**src/rtl/seg7_capture.sv**
```systemverilog
// Receive end of the multiplexed 7-segment bus: samples segments and digit selects,
// waits for each digit to settle, decodes glyphs to BCD and hands out one frame
// per valid/ready handshake. Optional macro SEG7_HEX_EN adds A-F glyph decoding.
module seg7_capture #(
    parameter int unsigned NUM_DIGITS    = 4,
    parameter int unsigned STABLE_CYCLES = 4
) (
    input  logic                      clk,
    input  logic                      reset_n,
    input  logic [6:0]                seg,
    input  logic [NUM_DIGITS-1:0]     dig_sel,
    input  logic                      out_ready,
    output logic                      out_valid,
    output logic [4*NUM_DIGITS-1:0]   bcd_out,
    output logic [NUM_DIGITS-1:0]     err_mask
);

    localparam int unsigned SMP_W = NUM_DIGITS + 7;
    localparam int unsigned BCD_W = 4 * NUM_DIGITS;
    localparam int unsigned IDX_W = (NUM_DIGITS > 1) ? $clog2(NUM_DIGITS) : 1;
    localparam int unsigned CNT_W = $clog2(STABLE_CYCLES + 1);

    localparam logic [IDX_W-1:0]      LAST_IDX   = IDX_W'(NUM_DIGITS - 1);
    localparam logic [CNT_W-1:0]      STABLE_MAX = CNT_W'(STABLE_CYCLES);
    localparam logic [NUM_DIGITS-1:0] SEL_D0     = NUM_DIGITS'(1);

    typedef enum logic [2:0] {
        ST_SYNC,
        ST_CAPT,
        ST_ADV,
        ST_DONE,
        ST_HOLD
    } state_e;

    state_e                 state_q, state_d;
    logic [SMP_W-1:0]       smp1_q, smp2_q;
    logic [CNT_W-1:0]       cnt_q, cnt_d;
    logic [IDX_W-1:0]       idx_q, idx_d;
    logic [BCD_W-1:0]       shadow_q, shadow_d;
    logic [NUM_DIGITS-1:0]  sh_err_q, sh_err_d;
    logic                   out_valid_q, out_valid_d;
    logic [BCD_W-1:0]       bcd_q, bcd_d;
    logic [NUM_DIGITS-1:0]  err_q, err_d;

    logic [6:0]             seg_s;
    logic [NUM_DIGITS-1:0]  sel_s;
    logic [NUM_DIGITS-1:0]  exp_sel;
    logic                   stable;
    logic                   sel_onehot;
    logic                   sel_is_d0;
    logic                   hit;
    logic                   wrong;
    logic                   leave;
    logic                   accept;
    logic [4:0]             dec;

    // Glyph to {err, nibble}; anything unrecognised becomes F with err set.
    function automatic logic [4:0] decode_glyph(input logic [6:0] s);
        logic [4:0] r;
        r = {1'b1, 4'hF};
        case (s)
            7'h3F: r = {1'b0, 4'h0};
            7'h06: r = {1'b0, 4'h1};
            7'h5B: r = {1'b0, 4'h2};
            7'h4F: r = {1'b0, 4'h3};
            7'h66: r = {1'b0, 4'h4};
            7'h6D: r = {1'b0, 4'h5};
            7'h7D: r = {1'b0, 4'h6};
            7'h07: r = {1'b0, 4'h7};
            7'h7F: r = {1'b0, 4'h8};
            7'h6F: r = {1'b0, 4'h9};
`ifdef SEG7_HEX_EN
            7'h77: r = {1'b0, 4'hA};
            7'h7C: r = {1'b0, 4'hB};
            7'h39: r = {1'b0, 4'hC};
            7'h5E: r = {1'b0, 4'hD};
            7'h79: r = {1'b0, 4'hE};
            7'h71: r = {1'b0, 4'hF};
`else
`endif
            default: r = {1'b1, 4'hF};
        endcase
        return r;
    endfunction

    // Two sample flops isolate the asynchronous display source.
    always_ff @(posedge clk or negedge reset_n) begin
        if (!reset_n) begin
            smp1_q <= '0;
            smp2_q <= '0;
            cnt_q  <= '0;
        end else begin
            smp1_q <= {dig_sel, seg};
            smp2_q <= smp1_q;
            cnt_q  <= cnt_d;
        end
    end

    // Run length of identical samples, saturating at STABLE_CYCLES.
    always_comb begin
        cnt_d = cnt_q;
        if (smp1_q != smp2_q) begin
            cnt_d = '0;
        end else if (cnt_q != STABLE_MAX) begin
            cnt_d = cnt_q + CNT_W'(1);
        end
    end

    assign seg_s      = smp2_q[6:0];
    assign sel_s      = smp2_q[SMP_W-1:7];
    assign stable     = (cnt_q == STABLE_MAX);
    assign sel_onehot = $onehot(sel_s);
    assign sel_is_d0  = (sel_s == SEL_D0);
    assign exp_sel    = SEL_D0 << idx_q;
    assign hit        = stable && (sel_s == exp_sel);
    assign wrong      = stable && sel_onehot && (sel_s != exp_sel);
    assign leave      = (sel_s != exp_sel);
    assign accept     = out_valid_q && out_ready;
    assign dec        = decode_glyph(seg_s);

    always_ff @(posedge clk or negedge reset_n) begin
        if (!reset_n) begin
            state_q <= ST_SYNC;
        end else begin
            state_q <= state_d;
        end
    end

    always_comb begin
        state_d = state_q;
        case (state_q)
            ST_SYNC: begin
                if (stable && sel_is_d0) begin
                    state_d = ST_CAPT;
                end
            end
            ST_CAPT: begin
                if (hit) begin
                    state_d = (idx_q == LAST_IDX) ? ST_DONE : ST_ADV;
                end else if (wrong) begin
                    // A stable digit 0 restarts the frame without a detour via SYNC.
                    state_d = sel_is_d0 ? ST_CAPT : ST_SYNC;
                end
            end
            ST_ADV: begin
                if (leave) begin
                    state_d = ST_CAPT;
                end
            end
            ST_DONE: begin
                state_d = ST_HOLD;
            end
            ST_HOLD: begin
                if (accept) begin
                    state_d = ST_SYNC;
                end
            end
            default: begin
                state_d = ST_SYNC;
            end
        endcase
    end

    always_comb begin
        idx_d       = idx_q;
        shadow_d    = shadow_q;
        sh_err_d    = sh_err_q;
        out_valid_d = out_valid_q;
        bcd_d       = bcd_q;
        err_d       = err_q;
        case (state_q)
            ST_SYNC: begin
                idx_d    = '0;
                shadow_d = '0;
                sh_err_d = '0;
            end
            ST_CAPT: begin
                if (hit) begin
                    for (int unsigned i = 0; i < NUM_DIGITS; i++) begin
                        if (idx_q == IDX_W'(i)) begin
                            shadow_d[4*i +: 4] = dec[3:0];
                            sh_err_d[i]        = dec[4];
                        end
                    end
                end else if (wrong) begin
                    idx_d    = '0;
                    shadow_d = '0;
                    sh_err_d = '0;
                end
            end
            ST_ADV: begin
                if (leave) begin
                    idx_d = idx_q + IDX_W'(1);
                end
            end
            ST_DONE: begin
                bcd_d       = shadow_q;
                err_d       = sh_err_q;
                out_valid_d = 1'b1;
            end
            ST_HOLD: begin
                if (accept) begin
                    out_valid_d = 1'b0;
                end
            end
            default: begin
                idx_d = '0;
            end
        endcase
    end

    always_ff @(posedge clk or negedge reset_n) begin
        if (!reset_n) begin
            idx_q       <= '0;
            shadow_q    <= '0;
            sh_err_q    <= '0;
            out_valid_q <= 1'b0;
            bcd_q       <= '0;
            err_q       <= '0;
        end else begin
            idx_q       <= idx_d;
            shadow_q    <= shadow_d;
            sh_err_q    <= sh_err_d;
            out_valid_q <= out_valid_d;
            bcd_q       <= bcd_d;
            err_q       <= err_d;
        end
    end

    assign out_valid = out_valid_q;
    assign bcd_out   = bcd_q;
    assign err_mask  = err_q;

    // Structural invariants of the capture engine.
    a_idx_bound: assert property (@(posedge clk) disable iff (!reset_n)
        idx_q <= LAST_IDX);
    a_valid_in_hold: assert property (@(posedge clk) disable iff (!reset_n)
        out_valid_q |-> (state_q == ST_HOLD));

endmodule

```
**config.mk**
```make
export PLATFORM = sky130hd
export DESIGN_NAME = seg7_capture
export DESIGN_NICKNAME = d
export VERILOG_FILES = /design/src/rtl/seg7_capture.sv
export SDC_FILE = /design/constraint.sdc
export NUM_CORES = 1
export LEC_CHECK = 0
export CAP_MARGIN = 10
export CORE_MARGIN = 2
export CORE_UTILIZATION = 60
export CTS_BUF_LIST = sky130_fd_sc_hd__clkbuf_4
export CTS_CLUSTER_DIAMETER = 120
export DETAILED_ROUTE_END_ITERATION = 12
export DONT_BUFFER_PORTS = 1
export PLACE_DENSITY = 0.86
export SLEW_MARGIN = 20
export SYNTH_ARGS = -nofsm -noshare
export SYNTH_HDL_FRONTEND = slang
export SYNTH_SLANG_ARGS = --single-unit
```
**constraint.sdc**
```tcl
create_clock -name clk -period 3.35 [get_ports clk]
set_input_delay 0.67 -clock clk [delete_from_list [all_inputs] [get_ports clk]]
set_output_delay 0.67 -clock clk [all_outputs]
set_load 0.02 [all_outputs]
```
==> results.sh <==
export IMPL_final_nets=282
export IMPL_cts_sinks=71
export IMPL_cts_buffers=9
export IMPL_final_hold_viol_count=0
export IMPL_final_setup_tns_ns=0
export IMPL_fin_cells=332
export IMPL_initial_core_util_pct=62.5
export IMPL_ir_drop_mv=0.356
export IMPL_dp_hpwl_um=3940
export IMPL_h_tree_depth=3
export IMPL_ios=35
export IMPL_track_usage_pct=20.4
export IMPL_numPortBuffers=0
export IMPL_viasPerCell=5.75
export IMPL_rows=26
export IMPL_vias=1910
export IMPL_synthArstFlopShare_pct=100
export IMPL_seq_area_um2=1780
export IMPL_dpl_cell_count=316
export IMPL_slowest_delay_ns=0.53
export IMPL_rr_worst_depth=9
export IMPL_fin_util_pct=65.9
export IMPL_power_density_nw_per_um2=407
export IMPL_syn2layout_area_growth_pct=5.53
export IMPL_post_route_min_period_ns=2.78
export IMPL_path_cells="inv_1 -> fa_1 -> inv_1 -> ha_1 -> ha_1 -> nor3b_1 -> o311ai_2 -> o21bai_2 -> mux2_4"
export IMPL_drt_wl_total_um=5430
export IMPL_path_class="reg2reg"
export IMPL_status="finished clean"
export IMPL_cp_required_ns=3.64
export IMPL_crit_fanout=5
export IMPL_tightest_slew_ns=0.492
export IMPL_holdCritPathClass="in2async"
export IMPL_drt_initial_drc_count=124
export IMPL_drive_gt1_share_pct=19.8
export IMPL_skew_ns=0.0153
export IMPL_setup_viol=0
export IMPL_cp_end_kind="flip-flop"
export IMPL_fmaxAchievable_mhz=360
export IMPL_synth_seq_area_share_pct=55.7
export IMPL_synth_edf_count=0
export IMPL_maxCapViolCount=0
export IMPL_place_gp_congestion=0.834
export IMPL_drtAntennaViolNets=0
export IMPL_timing_critical_path_buf_inv=2
export IMPL_rsz0062_at_grt="no"
export IMPL_ys_ff_latch=71
export IMPL_clk_pin_slew_ns=0.11
export IMPL_die_x_um=76.9
export IMPL_avgSynthCellArea_um2=12.5
export IMPL_synthesis_area_um2=3190
export IMPL_multi_input_area_um2=1330
export IMPL_grt_pass1_wl_um=9310
export IMPL_clk_latency_ns=0.41
export IMPL_ys_flop_type="dfrtp_1"
export IMPL_r2r_setup_slack_ns=0.57
export IMPL_grt_overflow=0
export IMPL_dieArea_um2=5920
export IMPL_syn_inst=255
export IMPL_n_fill_cell=392
export IMPL_drv_slew=0
export IMPL_synth_cell_types=47
export IMPL_total_power_mw=1.37
export IMPL_postPlaceCellArea_um2=3240
export IMPL_clockBufferDepth=2
export IMPL_antenna_cells=0
export IMPL_grt_pass1_vias=1941
export IMPL_r2r_end="sh_err_q[2]$_DFFE_PN0P_"
export IMPL_crit_arrival_ns=3.07
export IMPL_postCtsSetupRepairBufs=0
export IMPL_yosys_warnings=0
export IMPL_fp_dieH_um=76.9
export IMPL_p_leak_nw=1.54
export IMPL_cts_root_buf="clkbuf_4"
export IMPL_tritoncts="built"
export IMPL_drc=0
export IMPL_wl_per_cell_um=16.4
export IMPL_dr_pass1_iters=4
export IMPL_r2r_start="smp2_q[7]$_DFF_PN0_"
export IMPL_syn_nets=279
export IMPL_slew_headroom_pct=67.2
export IMPL_slowest_stage="fa_1"
export IMPL_cpLargestDelayFamily="adder cells"
export IMPL_grt_max_degree=72
export IMPL_antenna_found_initial=0
export IMPL_design_core_area_um2=5110
export IMPL_cp_start_kind="flip-flop"
export IMPL_period_share_pct=83.0
export IMPL_finish_instance_area_um2=3370
## worst reg2reg max path: cells and delay by family, from the launching register on
kind            cells  cell delay, ns
compound gates      2            0.43
fa+ha+maj           3            0.97
buf+inv             2            0.13
flops               1            0.44
mux                 1            0.31
simple gates        1            0.39
## cells in the final DEF, fill, tap and decap left out, types with 3 or more instances in the layout
cell / instances
a21oi_1: 10
a32o_1: 5
clkbuf_4: 10
clkinv_2: 3
dfrtp_1: 71
ha_1: 9
inv_1: 12
mux2_2: 22
mux2_4: 3
nand2_1: 16
nand3_1: 4
nor2_1: 14
nor3_1: 4
o21ai_0: 5
o21bai_2: 3
o2bb2ai_1: 8
o31ai_1: 3
xnor2_1: 6
xor2_1: 12
## stage by stage
step           hold slack, ns  setup WS, ns
2_1_floorplan           0.372         0.786
3_3_place_gp            0.376         0.691
3_5_place_dp            0.376         0.589
4_1_cts                 0.127         0.589
5_1_grt                 0.128         0.446
6_report                0.131         0.570
## power by group
group / switching, mW / leakage, nW / internal (mW)
clock: 0.271 / 0.0595 / 0.151
sequential: 0.0174 / 0.936 / 0.870
combinational: 0.0390 / 0.543 / 0.0239
total: 0.327 / 1.54 / 1.04
## repair_timing
| item | CTS | global route |
|---|---|---|
| hold buffers | 1 | 0 |
| endpoints found under the hold margin | 71 | 0 |
| gates resized for setup | 0 | 0 |
## synthesized netlist by cell type, drive strengths merged, types with 3 or more instances
master / instances / area [um^2]
o2bb2ai: 8 / 70.1
nand3: 4 / 20.0
a21oi: 10 / 50.1
nor3: 4 / 20.0
xnor2: 6 / 52.6
o21bai: 4 / 52.6
nand2: 16 / 60.1
a32o: 5 / 50.1
and4: 3 / 28.8
clkbuf: 4 / 15.0
ha: 9 / 113
o21ai: 5 / 25.0
nand4: 3 / 33.8
mux2: 25 / 293
inv: 12 / 45.0
dfrtp: 71 / 1780
buf: 5 / 25.0
xor2: 12 / 105
o31ai: 3 / 22.5
nor2: 14 / 52.6
a22o: 3 / 27.5
nor4: 3 / 33.8
## sequential cells by signal, summed over array words and instances, names as in the netlist
register and flops:
smp1_q 11, shadow_q 16, smp2_q 11, state_q 3
out_valid 1, bcd_out 16, sh_err_q 4, cnt_q 3
err_mask 4, idx_q 2
## worst max-delay path by stage
stage | from | endpoint | slack [ns] | cells after the start
6_report | smp2_q[7]$_DFF_PN0_ | sh_err_q[2]$_DFFE_PN0P_ | 0.57 | 9
5_1_grt | smp2_q[7]$_DFF_PN0_ | sh_err_q[2]$_DFFE_PN0P_ | 0.45 | 9
4_1_cts | smp2_q[7]$_DFF_PN0_ | sh_err_q[2]$_DFFE_PN0P_ | 0.59 | 9
3_5_place_dp | smp2_q[7]$_DFF_PN0_ | sh_err_q[1]$_DFFE_PN0P_ | 0.59 | 9
3_3_place_gp | smp2_q[7]$_DFF_PN0_ | sh_err_q[0]$_DFFE_PN0P_ | 0.69 | 9
2_1_floorplan | smp2_q[7]$_DFF_PN0_ | sh_err_q[0]$_DFFE_PN0P_ | 0.79 | 9
## cell type report
type / instances / area share [%]
well taps: 70 / 2.60
inverters: 12 / 1.34
clock inverters: 5 / 0.780
repair buffers: 1 / 0.818
multi-input cells: 163 / 39.5
flip-flops and latches: 71 / 52.8
clock buffers: 10 / 2.23
## cells by family (layout without fill, tap and decap cells)
| group | count (synthesis) | in the layout | share of synthesized area [%] |
|---|---|---|---|
| AO/OA/AOI/OAI | 46 | 46 | 11.6 |
| buffers and inverters | 21 | 28 | 2.67 |
| multiplexers | 26 | 26 | 9.49 |
| AND/OR/NAND/NOR | 63 | 63 | 11.5 |
| adder cells (fa/ha/maj) | 10 | 10 | 4.16 |
| XOR/XNOR | 18 | 18 | 4.94 |
| flip-flops | 71 | 71 | 55.7 |
## metal layers
| layer | GRT usage, % | share of wire [%] | vias to the layer above |
|---|---|---|---|
| met5 | 0 | 0 | - |
| met4 | 6.55 | 1.2 | 0 |
| met3 | 6.12 | 5.2 | 6 |
| met2 | 33.2 | 49 | 56 |
| met1 | 26.3 | 45 | 931 |
| li1 | - | - | 917 |
Power figures use the tool's default switching activity.
==> RTL edit 1, RTL diff (config.mk and constraints unchanged) <==
`sh_err_q` no longer has a reset.
--- a/src/rtl/seg7_capture.sv
+++ b/src/rtl/seg7_capture.sv
@@ -213,18 +213,20 @@
         if (!reset_n) begin
             idx_q       <= '0;
             shadow_q    <= '0;
-            sh_err_q    <= '0;
             out_valid_q <= 1'b0;
             bcd_q       <= '0;
             err_q       <= '0;
         end else begin
             idx_q       <= idx_d;
             shadow_q    <= shadow_d;
-            sh_err_q    <= sh_err_d;
             out_valid_q <= out_valid_d;
             bcd_q       <= bcd_d;
             err_q       <= err_d;
         end
+    end
+
+    always_ff @(posedge clk) begin
+        sh_err_q <= sh_err_d;
     end
 
     assign out_valid = out_valid_q;
Check against the original RTL: no difference found for any inputs over 10 cycles, from zero or initial values and one cycle with reset_n low; that may be too few to reach the edited logic, so the function may still have changed.
==> RTL edit 1 against the original RTL <==
Combinational power shrank 6.7%. Total power grew 8.1%. Worst setup slack lost 0.13 ns. Wire length shrank 1.9%. Sequential cell count is the same. Global-route usage grew 0.59 points. Synthesized area shrank 3.5%. Core utilization shrank 0.79 points. Clock power grew 26%. Cell area shrank 2.5%. Critical endpoint is now shadow_q[14]$_DFFE_PN0P_. Largest cell class unchanged.
==> RTL edit 1: results (changes against the original RTL) <==
GRT
The met1 usage is 29.2% (+2.9 points). The global routing usage on met2 is 30.8% (-2.4 points). The largest net degree at the start of global routing is 68 (-5.6%). The wire length of the first global-routing pass is 8600 µm (-7.6%). The total track usage is 21.0% (+0.59 points). The met3 track demand over resource is 5.69% (-0.43 points).

Finish
The register cell area after layout came to 0.00180 mm² (+1.1%). The fraction of area in clock buffers and inverters is 4.15% (+1.1 points). The sequential share of cell area is 54.7% (+1.9 points). The non-clock buffer area fraction after layout is 1.07% (+0.25 points). The net total in the final layout is 271 (-3.9%). The number of ordinary inverters in the final layout came to 17 (+5). The number of filler instances in the final layout is 372 (-5.1%). The share of final-layout standard cells stronger than drive strength 1 is 22.2% (+2.4 points). The final standard cell count with taps included and fillers excluded was 322 (-3.0%). The number of multi-input combinational cells came to 146 (-10%). The multi-input combinational area share is 35.5% (-4.0 points).

Route
The wire length on met2 was 2490 µm (-6.8%). The met1 routed wirelength after detailed routing is 2480 µm (+2.6%). The wire length on met3 came to 268 µm (-4.3%). The routed wire length per instance came to 16.5 µm (+1.1%).

The DRC marker count from the first detailed-route iteration is 163 (+31%).

Synthesis
The mean area per synthesized cell is 12.5 µm² (about the same). The number of distinct standard cells referenced by the synthesized netlist is 42 (-11%). The async set or reset register ratio after synthesis is 94.4% (-5.6 points). Ranked by instance count, the synthesized netlist is headed by dfrtp_1, mux2_2, inv_1. The fraction of the yosys area taken by sequential cells is 58.4% (+2.7 points). The post-synthesis compound-gate area fraction is 11.1% (-0.48 points).

The multiplexer share of the synthesized area is 8.78% (-0.71 points).

Run status
The flow ran to the end, and the final reports show no timing, DRC or antenna violations.

STA
The worst slew slack as a fraction of its limit is 44.3% (-23 points). The maximum frequency from static timing analysis is 0.344 GHz (-4.4%).

Setup path
The slack of the worst reg-to-reg path is 0.44 ns (-0.13 ns). The capturing element of the worst setup path is shadow_q[14]$_DFFE_PN0P_. The arrival time of the worst setup path came to 3.21 ns (+0.14 ns).

Placed design
The number of cells in the design after placement is 305 (-3.5%). The detailed placement HPWL is 3660 µm (-7.3%). The weighted congestion at the end of routability-driven global placement is 0.835 (+0.12%). The placement-stage worst setup slack is 0.487 ns (-0.101 ns).

Pwr
The worst vdd rail ir drop is 0.469 mV (+32%).
[RTL edit 1: changes by cell type after synthesis, sizes merged, moves of 4 or more]
cell,before,now
o21ai,5,9
inv,12,17
clkbuf,4,10
a32o,5,12
o21bai,4,0
dfrtp,71,67
o2bb2ai,8,0
edfxtp,0,4
[RTL edit 1: power breakdown]
group | internal [µW] | leakage (µW) | switching, µW
logic | 22.0 | 0.000630 | 36.7
clock network | 232 | 0.0000661 | 299
registers | 876 | 0.000908 | 17.4
total | 1130 | 0.00160 | 353
[RTL edit 1: worst max-delay path: cells and delay by family (launching register included)]
kind | cells | cell delay [ns]
AO/OA/AOI/OAI | 2 | 0.68
buffers and inverters | 2 | 0.14
adder cells (fa/ha/maj) | 3 | 0.98
AND/OR/NAND/NOR | 2 | 0.21
multiplexers | 1 | 0.34
flip-flops | 1 | 0.44
==> RTL edit 2, RTL diff (same flow settings) <==
Without the edit above. Build with the macro `SEG7_HEX_EN` defined.
--- a/src/rtl/seg7_capture.sv
+++ b/src/rtl/seg7_capture.sv
@@ -1,6 +1,8 @@
 // Receive end of the multiplexed 7-segment bus: samples segments and digit selects,
 // waits for each digit to settle, decodes glyphs to BCD and hands out one frame
 // per valid/ready handshake. Optional macro SEG7_HEX_EN adds A-F glyph decoding.
+`define SEG7_HEX_EN
+
 module seg7_capture #(
     parameter int unsigned NUM_DIGITS    = 4,
     parameter int unsigned STABLE_CYCLES = 4
Formal check against the unedited RTL: no difference found for any inputs over 10 cycles, from zero or initial values and one cycle with reset_n low; that may be too few to reach the edited logic, so the function may still have changed.
==> RTL edit 2 against the original RTL <==
Wire length up 2.4%. Sequential cell count unchanged. Total power up 6.9%. Synthesized area up 3.9%. Critical path depth up 1. Global-route usage up 0.16 points. Cell area up 3.1%. Worst setup slack worse by 0.43 ns. Highest routed layer unchanged.
==> RTL edit 2: results (changes against the original RTL) <==
Setup path
The end of the worst register-to-register path is sh_err_q[3]$_DFFE_PN0P_. The slack of the worst reg-to-reg path is 0.15 ns (-0.43 ns). The arrival time of the worst setup path is 3.50 ns (+0.43 ns). The worst reg2reg path depth is 10 (+1). In this run the critical register-to-register path is launched from smp2_q[8]$_DFF_PN0_.

Finish
The number of inserted diodes is 0 (unchanged). The share of final-layout standard cells stronger than drive strength 1 is 16.1% (-3.8 points). The net total in the final layout is 300 (+6.4%). The number of filler instances in the final layout is 398 (+1.5%).

Synthesis
The commonest cells after synthesis are dfrtp_1, mux2_1, mux2_2. The post-synthesis xor/xnor area fraction is 4.49% (-0.45 points). The multiplexer share of the synthesized area was 13.6% (+4.1 points). The post-synth net total is 305 (+9.3%).

The fraction of the yosys area taken by sequential cells was 53.6% (-2.1 points). The post-synthesis compound-gate area fraction is 7.89% (-3.7 points). The post-synthesis share of cell area spent on full adders, half adders and majority gates was 4.00% (-0.16 points). Ranked by total cell area, the synthesized netlist is headed by dfrtp_1, mux2_1, mux2_2, xor2_1, ha_1.

Pwr
The worst vdd rail ir drop was 0.310 mV (-13%). The combinational-cell power consumption came to 62.1 µW (-1%). The power in the clock group came to 508 µW (+20%).

The internal cell power is 1120 µW (+6.9%).

STA
The worst-case clock skew is 0.0158 ns (+0.000556 ns). The worst hold-check slack was 0.137 ns (+0.00611 ns).

Route
The routed wire length per instance is 15.8 µm (-3.4%). The via-per-instance ratio came to 5.80 (+0.89%). The DRC marker count from the first detailed-route iteration is 130 (+4.8%).

GRT
The via count of the first global-routing pass came to 2,045 (+5.4%). The wire length of the first global-routing pass was 9730 µm (+4.5%). The total track usage is 20.6% (+0.16 points).

Placed design
The weighted congestion at the end of routability-driven global placement is 0.875 (+5.0%). The detailed placement HPWL is 3890 µm (-1.4%).

Run status
The flow ran to the end, and the final reports show no timing, DRC or antenna violations.
-- RTL edit 2: cell count changes after synthesis, moves of 4 or more --
cell,unedited run,this run
buf_6,0,4
clkbuf_1,4,10
or3_1,0,5
mux2_1,0,20
xnor2_1,6,2
a21oi_1,10,17
buf_2,5,1
nand3_1,4,8
o2bb2ai_1,8,0
a32o_1,5,0
-- RTL edit 2: cells by family (layout without fill, tap and decap cells) --
| family | Yosys count | in the layout |
|---|---|---|
| buffers and inverters | 31 | 30 |
| AO/OA/AOI/OAI | 41 | 41 |
| AND/OR/NAND/NOR | 71 | 71 |
| adder cells (fa/ha/maj) | 10 | 10 |
| flip-flops | 71 | 71 |
| XOR/XNOR | 17 | 17 |
| multiplexers | 40 | 40 |
-- RTL edit 2: critical path, cell delays in order (launching register included) --
cell	delay (ns)
dfrtp_1	0.43
inv_1	0.10
fa_1	0.51
inv_1	0.04
ha_1	0.17
ha_1	0.27
or4b_4	0.56
o21ai_4	0.18
a21oi_1	0.05
or3_1	0.44
mux2_1	0.35
-- RTL edit 2: metrics by stage --
step	util, %	std cells	cell area [µm²]	setup slack [ns]
floorplan	-	281	3310	0.271
global placement	61.3	336	3310	0.185
detailed placement	61.3	336	3310	0.101
CTS	64.2	352	3470	0.0879
global route	64.2	352	3470	0.00846
finish	64.2	352	3470	0.145
-- RTL edit 2: final cells by class --
| cell class | count | share of cell area, % |
|---|---|---|
| clock inverter | 6 | 1.80 |
| multi-input combinational | 179 | 40.0 |
| tap | 72 | 2.59 |
| timing repair buffer | 2 | 1.01 |
| inverter | 13 | 1.41 |
| sequential | 71 | 51.2 |
| clock buffer | 9 | 1.95 |
-- RTL edit 2: routing by layer --
layer  wire (µm)  vias to the layer above  GRT usage, %
met5           0                        -             0
met4          85                        0          8.95
met3         215                        9          4.25
met2        2780                       48          33.4
met1        2480                     1017          27.0
li1            -                      969             -
-- RTL edit 2: timing repair --
| action | 4_1_cts | 5_1_grt |
|---|---|---|
| gates resized for setup | 0 | 1 |
| endpoints found under the hold margin | 71 | 0 |
| setup endpoints to repair | 0 | 15 |
| hold buffers | 1 | 0 |
-- RTL edit 2: worst max-delay path by stage --
stage,from,end,slack [ns],depth (start not counted)
final,smp2_q[8]$_DFF_PN0_,sh_err_q[3]$_DFFE_PN0P_,0.15,10
after global routing,smp2_q[7]$_DFF_PN0_,sh_err_q[3]$_DFFE_PN0P_,0.008,10
after CTS,smp2_q[7]$_DFF_PN0_,sh_err_q[3]$_DFFE_PN0P_,0.09,10
after detailed placement,smp2_q[7]$_DFF_PN0_,shadow_q[14]$_DFFE_PN0P_,0.10,10
after global placement,smp2_q[7]$_DFF_PN0_,shadow_q[13]$_DFFE_PN0P_,0.18,10
after floorplan,smp2_q[7]$_DFF_PN0_,sh_err_q[0]$_DFFE_PN0P_,0.27,11
